File: src/rtl/event_pkg.sv
// ---------------------------------------------------------------------------
// event_pkg
// Shared definitions for the event path: event field widths, serial frame
// constants and the transmitter FSM state type.
// Revision: 1.0
// ---------------------------------------------------------------------------
`default_nettype none

package event_pkg;

   // Event byte layout {x, y, p, t}, x in the top bits
   localparam int X_W  = 2;
   localparam int Y_W  = 2;
   localparam int P_W  = 2;
   localparam int T_W  = 2;
   localparam int EV_W = X_W + Y_W + P_W + T_W;

   // Serial frame: start + data + parity + stop
   localparam int   DATA_BITS  = 8;
   localparam int   FRAME_BITS = 11;
   localparam logic IDLE_LEVEL = 1'b1;

   typedef enum logic [2:0] {
      ST_IDLE   = 3'd0,
      ST_START  = 3'd1,
      ST_DATA   = 3'd2,
      ST_PARITY = 3'd3,
      ST_STOP   = 3'd4
   } tx_state_t;

endpackage

`default_nettype wire

File: src/rtl/event_fifo.sv
// ---------------------------------------------------------------------------
// event_fifo
// Synchronous event FIFO, DEPTH entries of EV_W bits, head visible on dout.
// Ports:
//   clk, rst_n       clock, asynchronous active-low reset
//   push, din        write request and data (ignored while full)
//   pop, dout        read request (ignored while empty) and current head
//   full, empty      occupancy flags
//   level            occupancy 0..DEPTH
// Revision: 1.0
// ---------------------------------------------------------------------------
`default_nettype none

module event_fifo
   import event_pkg::*;
#(
   parameter int DEPTH = 4,
   localparam int AW   = $clog2(DEPTH),
   localparam int LW   = AW + 1
) (
   input  logic            clk,
   input  logic            rst_n,
   input  logic            push,
   input  logic [EV_W-1:0] din,
   input  logic            pop,
   output logic [EV_W-1:0] dout,
   output logic            full,
   output logic            empty,
   output logic [LW-1:0]   level
);

   logic [EV_W-1:0] mem [DEPTH];
   logic [AW-1:0]   wr_ptr;
   logic [AW-1:0]   rd_ptr;
   logic [LW-1:0]   count;
   logic            do_push;
   logic            do_pop;

   // Acceptance is judged on the pre-edge count, so a push while full is
   // rejected even if a pop happens on the same edge.
   assign full    = (count == LW'(DEPTH));
   assign empty   = (count == '0);
   assign level   = count;
   assign do_push = push & ~full;
   assign do_pop  = pop & ~empty;
   assign dout    = mem[rd_ptr];

   always_ff @(posedge clk or negedge rst_n) begin
      if (!rst_n) begin
         wr_ptr <= '0;
         rd_ptr <= '0;
         count  <= '0;
      end else begin
         if (do_push) wr_ptr <= wr_ptr + AW'(1);
         if (do_pop)  rd_ptr <= rd_ptr + AW'(1);
         case ({do_push, do_pop})
            2'b10:   count <= count + LW'(1);
            2'b01:   count <= count - LW'(1);
            default: count <= count;
         endcase
      end
   end

   // Storage needs no reset; stale entries are never visible past the pointers
   always_ff @(posedge clk) begin
      if (do_push) mem[wr_ptr] <= din;
   end

endmodule

`default_nettype wire

File: src/rtl/event_uart_tx.sv
// ---------------------------------------------------------------------------
// event_uart_tx
// Buffers filtered events and sends each as an 11-bit serial frame
// (start, 8 data bits LSB first, even parity, stop).
// Ports:
//   clk, rst_n   clock, asynchronous active-low reset
//   ev_data      event byte {x, y, p, t}
//   ev_valid     ev_data valid this cycle
//   ev_ready     FIFO not full
//   tx           registered serial line, idles high
//   busy         frame on the line or events queued
//   overflow     sticky: an event arrived while the FIFO was full
//   level        FIFO occupancy
// Revision: 1.0
// ---------------------------------------------------------------------------
`default_nettype none

module event_uart_tx
   import event_pkg::*;
#(
   parameter int CLKS_PER_BIT = 4,
   parameter int FIFO_DEPTH   = 4,
   localparam int LW          = $clog2(FIFO_DEPTH) + 1
) (
   input  logic            clk,
   input  logic            rst_n,
   input  logic [EV_W-1:0] ev_data,
   input  logic            ev_valid,
   output logic            ev_ready,
   output logic            tx,
   output logic            busy,
   output logic            overflow,
   output logic [LW-1:0]   level
);

   localparam logic [7:0] BIT_LAST = 8'(CLKS_PER_BIT - 1);
   localparam logic [2:0] IDX_LAST = 3'(DATA_BITS - 1);

   tx_state_t       state;
   logic [7:0]      bit_cnt;
   logic [2:0]      bit_idx;
   logic [EV_W-1:0] shreg;
   logic            parity;
   logic            tx_q;
   logic            ovf_q;

   logic            fifo_full;
   logic            fifo_empty;
   logic            fifo_pop;
   logic [EV_W-1:0] head;
   logic            bit_end;

   event_fifo #(
      .DEPTH (FIFO_DEPTH)
   ) u_fifo (
      .clk   (clk),
      .rst_n (rst_n),
      .push  (ev_valid),
      .din   (ev_data),
      .pop   (fifo_pop),
      .dout  (head),
      .full  (fifo_full),
      .empty (fifo_empty),
      .level (level)
   );

   assign bit_end  = (bit_cnt == BIT_LAST);
   // A new head is taken from IDLE at once, or at the end of a stop bit so
   // back-to-back frames have no idle gap.
   assign fifo_pop = ~fifo_empty &
                     ((state == ST_IDLE) | ((state == ST_STOP) & bit_end));

   assign ev_ready = ~fifo_full;
   assign tx       = tx_q;
   assign overflow = ovf_q;
   assign busy     = (state != ST_IDLE) | (level != '0);

   always_ff @(posedge clk or negedge rst_n) begin
      if (!rst_n) begin
         ovf_q <= 1'b0;
      end else if (ev_valid && fifo_full) begin
         ovf_q <= 1'b1;
      end
   end

   always_ff @(posedge clk or negedge rst_n) begin
      if (!rst_n) begin
         state   <= ST_IDLE;
         bit_cnt <= '0;
         bit_idx <= '0;
         shreg   <= '0;
         parity  <= 1'b0;
         tx_q    <= IDLE_LEVEL;
      end else begin
         case (state)
            ST_IDLE: begin
               bit_cnt <= '0;
               if (fifo_pop) begin
                  state  <= ST_START;
                  shreg  <= head;
                  parity <= 1'b0;
                  tx_q   <= 1'b0;
               end
            end
            ST_START: begin
               if (bit_end) begin
                  state   <= ST_DATA;
                  bit_cnt <= '0;
                  bit_idx <= '0;
                  tx_q    <= shreg[0];
                  parity  <= shreg[0];
                  shreg   <= shreg >> 1;
               end else begin
                  bit_cnt <= bit_cnt + 8'd1;
               end
            end
            ST_DATA: begin
               if (bit_end) begin
                  bit_cnt <= '0;
                  if (bit_idx == IDX_LAST) begin
                     // parity has accumulated every data bit driven so far
                     state <= ST_PARITY;
                     tx_q  <= parity;
                  end else begin
                     bit_idx <= bit_idx + 3'd1;
                     tx_q    <= shreg[0];
                     parity  <= parity ^ shreg[0];
                     shreg   <= shreg >> 1;
                  end
               end else begin
                  bit_cnt <= bit_cnt + 8'd1;
               end
            end
            ST_PARITY: begin
               if (bit_end) begin
                  state   <= ST_STOP;
                  bit_cnt <= '0;
                  tx_q    <= IDLE_LEVEL;
               end else begin
                  bit_cnt <= bit_cnt + 8'd1;
               end
            end
            ST_STOP: begin
               if (bit_end) begin
                  bit_cnt <= '0;
                  if (fifo_pop) begin
                     state  <= ST_START;
                     shreg  <= head;
                     parity <= 1'b0;
                     tx_q   <= 1'b0;
                  end else begin
                     state <= ST_IDLE;
                     tx_q  <= IDLE_LEVEL;
                  end
               end else begin
                  bit_cnt <= bit_cnt + 8'd1;
               end
            end
            default: begin
               state   <= ST_IDLE;
               bit_cnt <= '0;
               tx_q    <= IDLE_LEVEL;
            end
         endcase
      end
   end

endmodule

`default_nettype wire

File: config.mk
export PLATFORM = sky130hd
export DESIGN_NAME = event_uart_tx
export DESIGN_NICKNAME = d
export VERILOG_FILES = /design/src/rtl/event_pkg.sv /design/src/rtl/event_fifo.sv /design/src/rtl/event_uart_tx.sv
export SDC_FILE = /design/constraint.sdc
export NUM_CORES = 1
export LEC_CHECK = 0
export CAP_MARGIN = 30
export CELL_PAD_IN_SITES_DETAIL_PLACEMENT = 2
export CELL_PAD_IN_SITES_GLOBAL_PLACEMENT = 2
export CORE_UTILIZATION = 46
export CTS_CLUSTER_SIZE = 8
export DETAILED_ROUTE_END_ITERATION = 12
export GPL_ROUTABILITY_DRIVEN = 1
export PLACE_DENSITY = 0.94
export SETUP_SLACK_MARGIN = 0.1
export SLEW_MARGIN = 0
export SYNTH_ARGS = -nofsm -noshare
export SYNTH_HDL_FRONTEND = slang
export SYNTH_HIERARCHICAL = 1
export SYNTH_SLANG_ARGS = --single-unit
File: constraint.sdc
create_clock -name clk -period 3.8 [get_ports clk]
set_clock_uncertainty 0.2 [all_clocks]
set_input_delay 0.57 -clock clk [delete_from_list [all_inputs] [get_ports clk]]
set_output_delay 0.57 -clock clk [all_outputs]
set_load 0.005 [all_outputs]
==> results of run 1 <==
## worst register-to-register path, cell delays in order (launching register included)
cell and delay [ns]:
dfrtp_1 0.43, ha_1 0.28, nor4b_4 0.38, a21oi_1 0.26
nor2_1 0.18, o31a_2 0.21, ha_1 0.23, inv_1 0.09
fa_1 0.43, xor2_1 0.16, nor2_1 0.17, xor2_1 0.20
## how the worst min path moves through the flow
stage	from	endpoint	slack, ns	depth (start not counted)
2_1_floorplan	rst_n	bit_cnt[0]	0.07	0
3_3_place_gp	overflow	overflow	0.25	1
3_5_place_dp	overflow	overflow	0.27	1
4_1_cts	shreg[4]	shreg[4]	0.32	1
5_1_grt	overflow	overflow	0.33	1
6_report	shreg[4]	shreg[4]	0.32	1
## area by class of cell
cell class                      instances  area [sq um]  area share
Sequential cell                        64          1763      0.5105
Multi-Input combinational cell        121          1129      0.3268
Timing Repair Buffer                   18         177.7     0.05145
Clock buffer                            9         123.9     0.03587
Clock inverter                          7         118.9     0.03442
Tap cell                               77         96.34     0.02790
Inverter                               12         45.04     0.01304
## sequential cells by signal (all words and copies together), names as in the netlist
signal / cells
tx: 1
u_fifo/mem: 32
state: 3
bit_idx: 3
u_fifo/level: 3
shreg: 8
parity: 1
bit_cnt: 8
u_fifo/rd_ptr: 2
overflow: 1
u_fifo/wr_ptr: 2
## report_power, final
part / switching (uW) / total [uW] / internal [uW]
clock network: 301 / 738 / 437
registers: 262 / 1210 / 944
logic: 582 / 1160 / 575
total: 1150 / 3100 / 1960
## kinds of logic (layout without fill, tap and decap cells)
logic type | after synthesis | in the layout | synth area share
AOI/OAI and AO/OA | 19 | 19 | 0.05270
xor gates and xnor gates | 14 | 14 | 0.04099
adders and majority gates | 9 | 9 | 0.04015
buffers and inverters | 18 | 46 | 0.03345
DFF | 64 | 64 | 0.5893
muxes | 26 | 26 | 0.1363
and+or+nand+nor | 53 | 53 | 0.1071
## through the flow
step | power (uW) | instances
2_1_floorplan | 1938 | 203
3_3_place_gp | 2141 | 292
3_5_place_dp | 2291 | 292
4_1_cts | 3110 | 308
5_1_grt | 3219 | 308
6_report | 3101 | 308
## layout by cell type (no fill, tap or decap), types with 5 or more instances in the layout
| cell | count |
|---|---|
| edfxtp_1 | 32 |
| dfrtp_1 | 31 |
| clkdlybuf4s50_1 | 17 |
| nor2_1 | 12 |
| inv_1 | 12 |
| nand3_1 | 11 |
| xor2_1 | 9 |
| clkbuf_8 | 9 |
| mux2_4 | 8 |
| ha_1 | 8 |
| mux4_2 | 8 |
| nand2_1 | 7 |
| mux2_2 | 6 |
| o21ai_0 | 6 |
| xnor2_1 | 5 |
## per-layer routing
metal | vias up | wire, um | GRT usage
met5 | - | 0 | 0
met4 | 0 | 333 | 0.1500
met3 | 28 | 406 | 0.08022
met2 | 72 | 4608 | 0.4893
met1 | 972 | 3546 | 0.3565
li1 | 783 | - | -
==> impl_metrics.ini, run 1 <==
[run_status]
status = finished, final reports clean

[floorplan]
core-area_sq_um = 6314
top_level_ports = 18
start_util = 0.4738
die_x_um = 82.65
die_area_sq_um = 6830
num_rows = 29
fp.dieH_um = 82.65

[clock_tree]
cts_tree = done
clock_latency_ns = 0.36
path_clk_slew_ns = 0.08
ctsHoldBuffers = 0
numCtsBuffers = 9
root_buffer = clkbuf_8
clock-sinks = 64
clockBufferDepth = 2
h-tree-depth = 3
cts-resized-gates = 0
postCtsSetupBuffers = 0

[setup_path]
end_kind = flop
crit_end = u_fifo/level[2]
start_kind = flop
crit_path_cell_trace = ha_1, nor4b_4, a21oi_1, nor2_1, o31a_2, ha_1, inv_1, fa_1, xor2_1, nor2_1, xor2_1
critPathMaxFanout = 5
crit_buf_inv = 1
max_stage_delay_ns = 0.43
slowest_stage = dfrtp_1
critical_path_class = flop to flop
timing.reg2reg.worst_path_depth = 11
required_ns = 3.87
critPathTopFamily = adder cells
cp.depth = 11
r2r_start = bit_cnt[0]
cp_data_arrival_time_ns = 3.36
r2r_end = u_fifo/level[2]
cp-startpoint = bit_cnt[0]
r2r_slack_ns = 0.51

[place]
io_buffers = 17
placed_area_sq_um = 3211
place_ws_ns = 0.6723
gp_congestion = 0.7679
post-dp-hpwl_um = 5211

[yosys]
synth.distinct_cells = 48
syn_inst = 203
synth.ff_latch_count = 64
synth.top_cell.area_share = 0.3212
ys_seq_area_frac = 0.5893
yosys-top-cells-count = edfxtp_1 (32), dfrtp_1 (31), inv_1 (12), nor2_1 (12), nand3_1 (11)
synth-main-ff-cell = edfxtp_1
synth_area_leader_cell = edfxtp_1
synth_edf_count = 32
yosysWarnings = 6
synth.cell_area_sq_um = 2992
yosys-top-cells-area = edfxtp_1 (32%), dfrtp_1 (26%), mux4_2 (6.0%), mux2_4 (4.0%), ha_1 (3.3%)
synth.most_common_cell = edfxtp_1
postSynthAreaPerCell_sq_um = 14.74
synth_nets = 223
synthArstFlopShare = 0.5000

[timing]
hold_slack_ns = 0.3214
maxSlewHeadroom = 0.5094
fin_ws_ns = 0.5142
fin_crit_ns = 3.286
finalSetupTns_ns = 0
max_freq_ghz = 0.3043
period_share = 0.8647
rsz0062_at_grt = false
hold_viol = 0
setup_violations = 0
max_slew.worst_pin.slew_ns = 0.7359
maxSlewViolCount = 0

[global_route]
grt_pass1_wl_um = 13340
gr-total-overflow = 0
grt_pass1_vias = 2144
grt_max_degree = 33
antenna_found_initial = 0
grt_usage = 0.2967

[route]
drtAntennaViolNets = 0
first_pass_iters = 4
initialDrtViolationCount = 102
drc = 0
avgRoutedWirePerCell_um = 28.88
routed-via-count = 1855
routed_wirelength_um = 8895
drt-vias-per-instance = 6.023

[layout]
area_growth_pct = 15.43
nets = 246
fin_area_sq_um = 3453
drive_gt1_frac = 0.2294
fin_util = 0.5470
num-fill-cells = 582
antenna_cells = 0

[flow_run]
cap_violations = 0

[power]
powerDensity_nw_per_um2 = 898.1
p_leak_uw = 0.001355
peakVddDrop_v = 0.0005330

[min_path]
hold_path.class = flop to flop
Note: power is estimated with default switching activity, not from simulation.
==> inputs of run 2 (changes only) <==
--- a/config.mk
+++ b/config.mk
@@ -14,6 +14,7 @@
 export GPL_ROUTABILITY_DRIVEN = 1
 export PLACE_DENSITY = 0.94
 export SETUP_SLACK_MARGIN = 0.1
+export SKIP_LAST_GASP = 1
 export SLEW_MARGIN = 0
 export SYNTH_ARGS = -nofsm -noshare
 export SYNTH_HDL_FRONTEND = slang
==> results of run 2 <==
No change in the layout: final DEF, timing and power equal those of run 1.
==> inputs of run 3 (changes only) <==
--- a/config.mk
+++ b/config.mk
@@ -5,14 +5,15 @@
 export SDC_FILE = /design/constraint.sdc
 export NUM_CORES = 1
 export LEC_CHECK = 0
+export ABC_AREA = 1
 export CAP_MARGIN = 30
 export CELL_PAD_IN_SITES_DETAIL_PLACEMENT = 2
 export CELL_PAD_IN_SITES_GLOBAL_PLACEMENT = 2
-export CORE_UTILIZATION = 46
+export CORE_UTILIZATION = 40
 export CTS_CLUSTER_SIZE = 8
 export DETAILED_ROUTE_END_ITERATION = 12
 export GPL_ROUTABILITY_DRIVEN = 1
-export PLACE_DENSITY = 0.94
+export PLACE_DENSITY = 0.93
 export SETUP_SLACK_MARGIN = 0.1
 export SKIP_LAST_GASP = 1
 export SLEW_MARGIN = 0
==> run 3 against run 2 <==
Against the previous run: setup slack improved by 0.37 ns; critical endpoint unchanged; fmax increased by 13%; global-route usage decreased by 2.8 points; total power increased by 9.8%; synthesized cell count increased by 70%; largest cell class unchanged; hold slack got worse by 0.046 ns; register-to-register slack improved by 0.37 ns; sequential power decreased by 7%; core utilization decreased by 7.0 points; final area increased by 6.8%; die area increased by 23%.
==> impl_metrics.ini, run 3 <==
[setup_path]
r2r_start = u_fifo/level[1]
r2r_end = u_fifo/level[2]
start_kind = flop
cp_data_arrival_time_ns = 2.96
timing.reg2reg.worst_path_depth = 15
required_ns = 3.84
critPathMaxFanout = 4
critical_path_class = flop to flop
end_kind = flop
r2r_slack_ns = 0.89

[route]
drtAntennaViolNets = 0
drt-vias-per-instance = 5.278
avgRoutedWirePerCell_um = 21.32
routed-via-count = 2523
routed_wirelength_um = 10190
first_pass_iters = 4
initialDrtViolationCount = 126
drc = 0

[clock_tree]
postCtsSetupBuffers = 0
numCtsBuffers = 9
ctsHoldBuffers = 0
root_buffer = clkbuf_8
clock-sinks = 64
clockBufferDepth = 2
h-tree-depth = 3
cts-resized-gates = 0
clock_latency_ns = 0.35
path_clk_slew_ns = 0.09
cts_tree = done

[place]
dp.cells = 462
post-dp-hpwl_um = 6198
place_ws_ns = 1.036
io_buffers = 17
gp_congestion = 0.7543

[timing]
fin_ws_ns = 0.8877
period_share = 0.7664
setup_violations = 0
rsz0062_at_grt = false
max_slew.worst_pin.slew_ns = 0.9313
maxSlewHeadroom = 0.3769
max_freq_ghz = 0.3434
hold_viol = 0
finalSetupTns_ns = 0
maxSlewViolCount = 0
fin_crit_ns = 2.912

[yosys]
synth-main-ff-cell = edfxtp_1
synth_nets = 366
yosys-top-cells-count = nand2_1 (112), inv_1 (43), edfxtp_1 (32), dfrtp_1 (31), nor2_1 (24)
synth.most_common_cell = nand2_1
synthArstFlopShare = 0.5000
synth_area_leader_cell = edfxtp_1
postSynthAreaPerCell_sq_um = 9.265
synth.distinct_cells = 33
synth.top_cell.area_share = 0.2998
yosysWarnings = 6
yosys-top-cells-area = edfxtp_1 (30%), dfrtp_1 (24%), nand2_1 (13%), inv_1 (5.0%), o211ai_1 (3.7%)
synth_edf_count = 32
syn_inst = 346
synth.ff_latch_count = 64
ys_seq_area_frac = 0.5500
synth.cell_area_sq_um = 3206

[layout]
area_growth_pct = 15.03
layout.cells.non_filler = 478
final_common_cell = nand2_1
fin_util = 0.4772
antenna_cells = 0
regMostFlops = u_fifo/mem
drive_gt1_frac = 0.1170
num-fill-cells = 812
biggestRegsByFlops = u_fifo/mem (32), bit_cnt (8), shreg (8)
nets = 391
final_cell_mix = nand2_1 (112), inv_1 (43), edfxtp_1 (32)
largest_register_ffs = 32

[flow_run]
cap_violations = 0

[global_route]
grt_pass1_vias = 2995
antenna_found_initial = 0
grt_pass1_wl_um = 16510
grt_usage = 0.2691
grt_max_degree = 35
gr-total-overflow = 0

[floorplan]
top_level_ports = 18
die_x_um = 91.52
core-area_sq_um = 7727
start_util = 0.4148
die_area_sq_um = 8376
fp.dieH_um = 91.52
num_rows = 32

[min_path]
min_path_cells = 1
holdPathEnd = overflow
hold_path.class = flop to flop
min-delay-start = overflow

[run_status]
status = finished, final reports clean

[power]
p_leak_uw = 0.001733
peakVddDrop_v = 0.0004492
powerDensity_nw_per_um2 = 923.9
[run 3: cell types whose count changed in the layout (fill, tap and decap cells not counted), sizes merged, moves of 3 or more]
| cell | before | now |
|---|---|---|
| nand2 | 7 | 124 |
| inv | 13 | 51 |
| nor2 | 12 | 29 |
| o211ai | 1 | 16 |
| mux2 | 14 | 0 |
| nand3 | 11 | 21 |
| mux4 | 8 | 0 |
| xor2 | 9 | 3 |
| and2 | 4 | 0 |
| mux2i | 4 | 0 |
| nand2b | 4 | 0 |
| nor2b | 3 | 0 |
[run 3: metrics by stage]
stage | total power [uW] | instance area, sq um | hold slack, ns
after floorplan | 2134 | 3206 | 0.07441
after global placement | 2438 | 3467 | 0.2363
after detailed placement | 2608 | 3467 | 0.2519
after CTS | 3428 | 3687 | 0.2769
after global routing | 3627 | 3687 | 0.2822
final | 3407 | 3687 | 0.2758
[run 3: cell type report]
cell class,count,area [sq um],share of cell area
Tap cell,102,127.6,0.03461
Clock buffer,9,123.9,0.03359
Inverter,52,195.2,0.05294
Timing Repair Buffer,18,177.7,0.04818
Clock inverter,7,96.34,0.02613
Multi-Input combinational cell,226,1204,0.3264
Sequential cell,64,1763,0.4781
[run 3: critical path, stage by stage (launching register included)]
cell and delay, ns:
dfrtp_1 0.43, inv_1 0.13, nand3_1 0.19, inv_1 0.09, nor2_1 0.22, nand2_1 0.18, inv_1 0.16, nand2_1 0.12
inv_1 0.08, ha_1 0.18, inv_1 0.08, fa_1 0.41, nand2_1 0.11, nand3_1 0.09, nand2_1 0.07, nand2_1 0.06
[run 3: where the power goes]
group	leakage (uW)	internal (uW)	switching, uW
clock	0.000101	369	304
sequential	0.000701	945	181
combinational	0.000930	489	1120
total	0.00173	1800	1600
[run 3: worst max path at each step]
| stage | start | end | slack, ns | cells past startpoint |
|---|---|---|---|---|
| finish | u_fifo/level[1] | u_fifo/level[2] | 0.89 | 15 |
| CTS | u_fifo/level[1] | u_fifo/level[2] | 0.89 | 15 |
| floorplan | bit_cnt[0] | u_fifo/level[2] | 1.43 | 16 |
| global placement | bit_cnt[0] | u_fifo/level[2] | 1.28 | 16 |
| detailed placement | bit_cnt[0] | u_fifo/level[2] | 1.04 | 16 |
| global route | bit_cnt[0] | u_fifo/level[2] | 0.66 | 16 |
[run 3: layer usage]
metal	routed length (um)	part of all wire	global-route usage	vias up
li1	-	-	-	1160
met1	4082	0.40	0.3018	1274
met2	5537	0.54	0.4956	66
met3	302	0.030	0.04271	23
met4	269	0.026	0.1243	0
met5	0	0	0	-
[run 3: logic make-up (layout without fill, tap and decap cells)]
group | count (synthesis) | after routing | synth area share
AO/OA/AOI/OAI | 27 | 27 | 0.05543
buffers and inverters | 56 | 86 | 0.07455
adder cells (fa/ha/maj) | 9 | 9 | 0.03747
XOR/XNOR | 7 | 7 | 0.01913
AND/OR/NAND/NOR | 183 | 183 | 0.2635
flip-flops | 64 | 64 | 0.5500
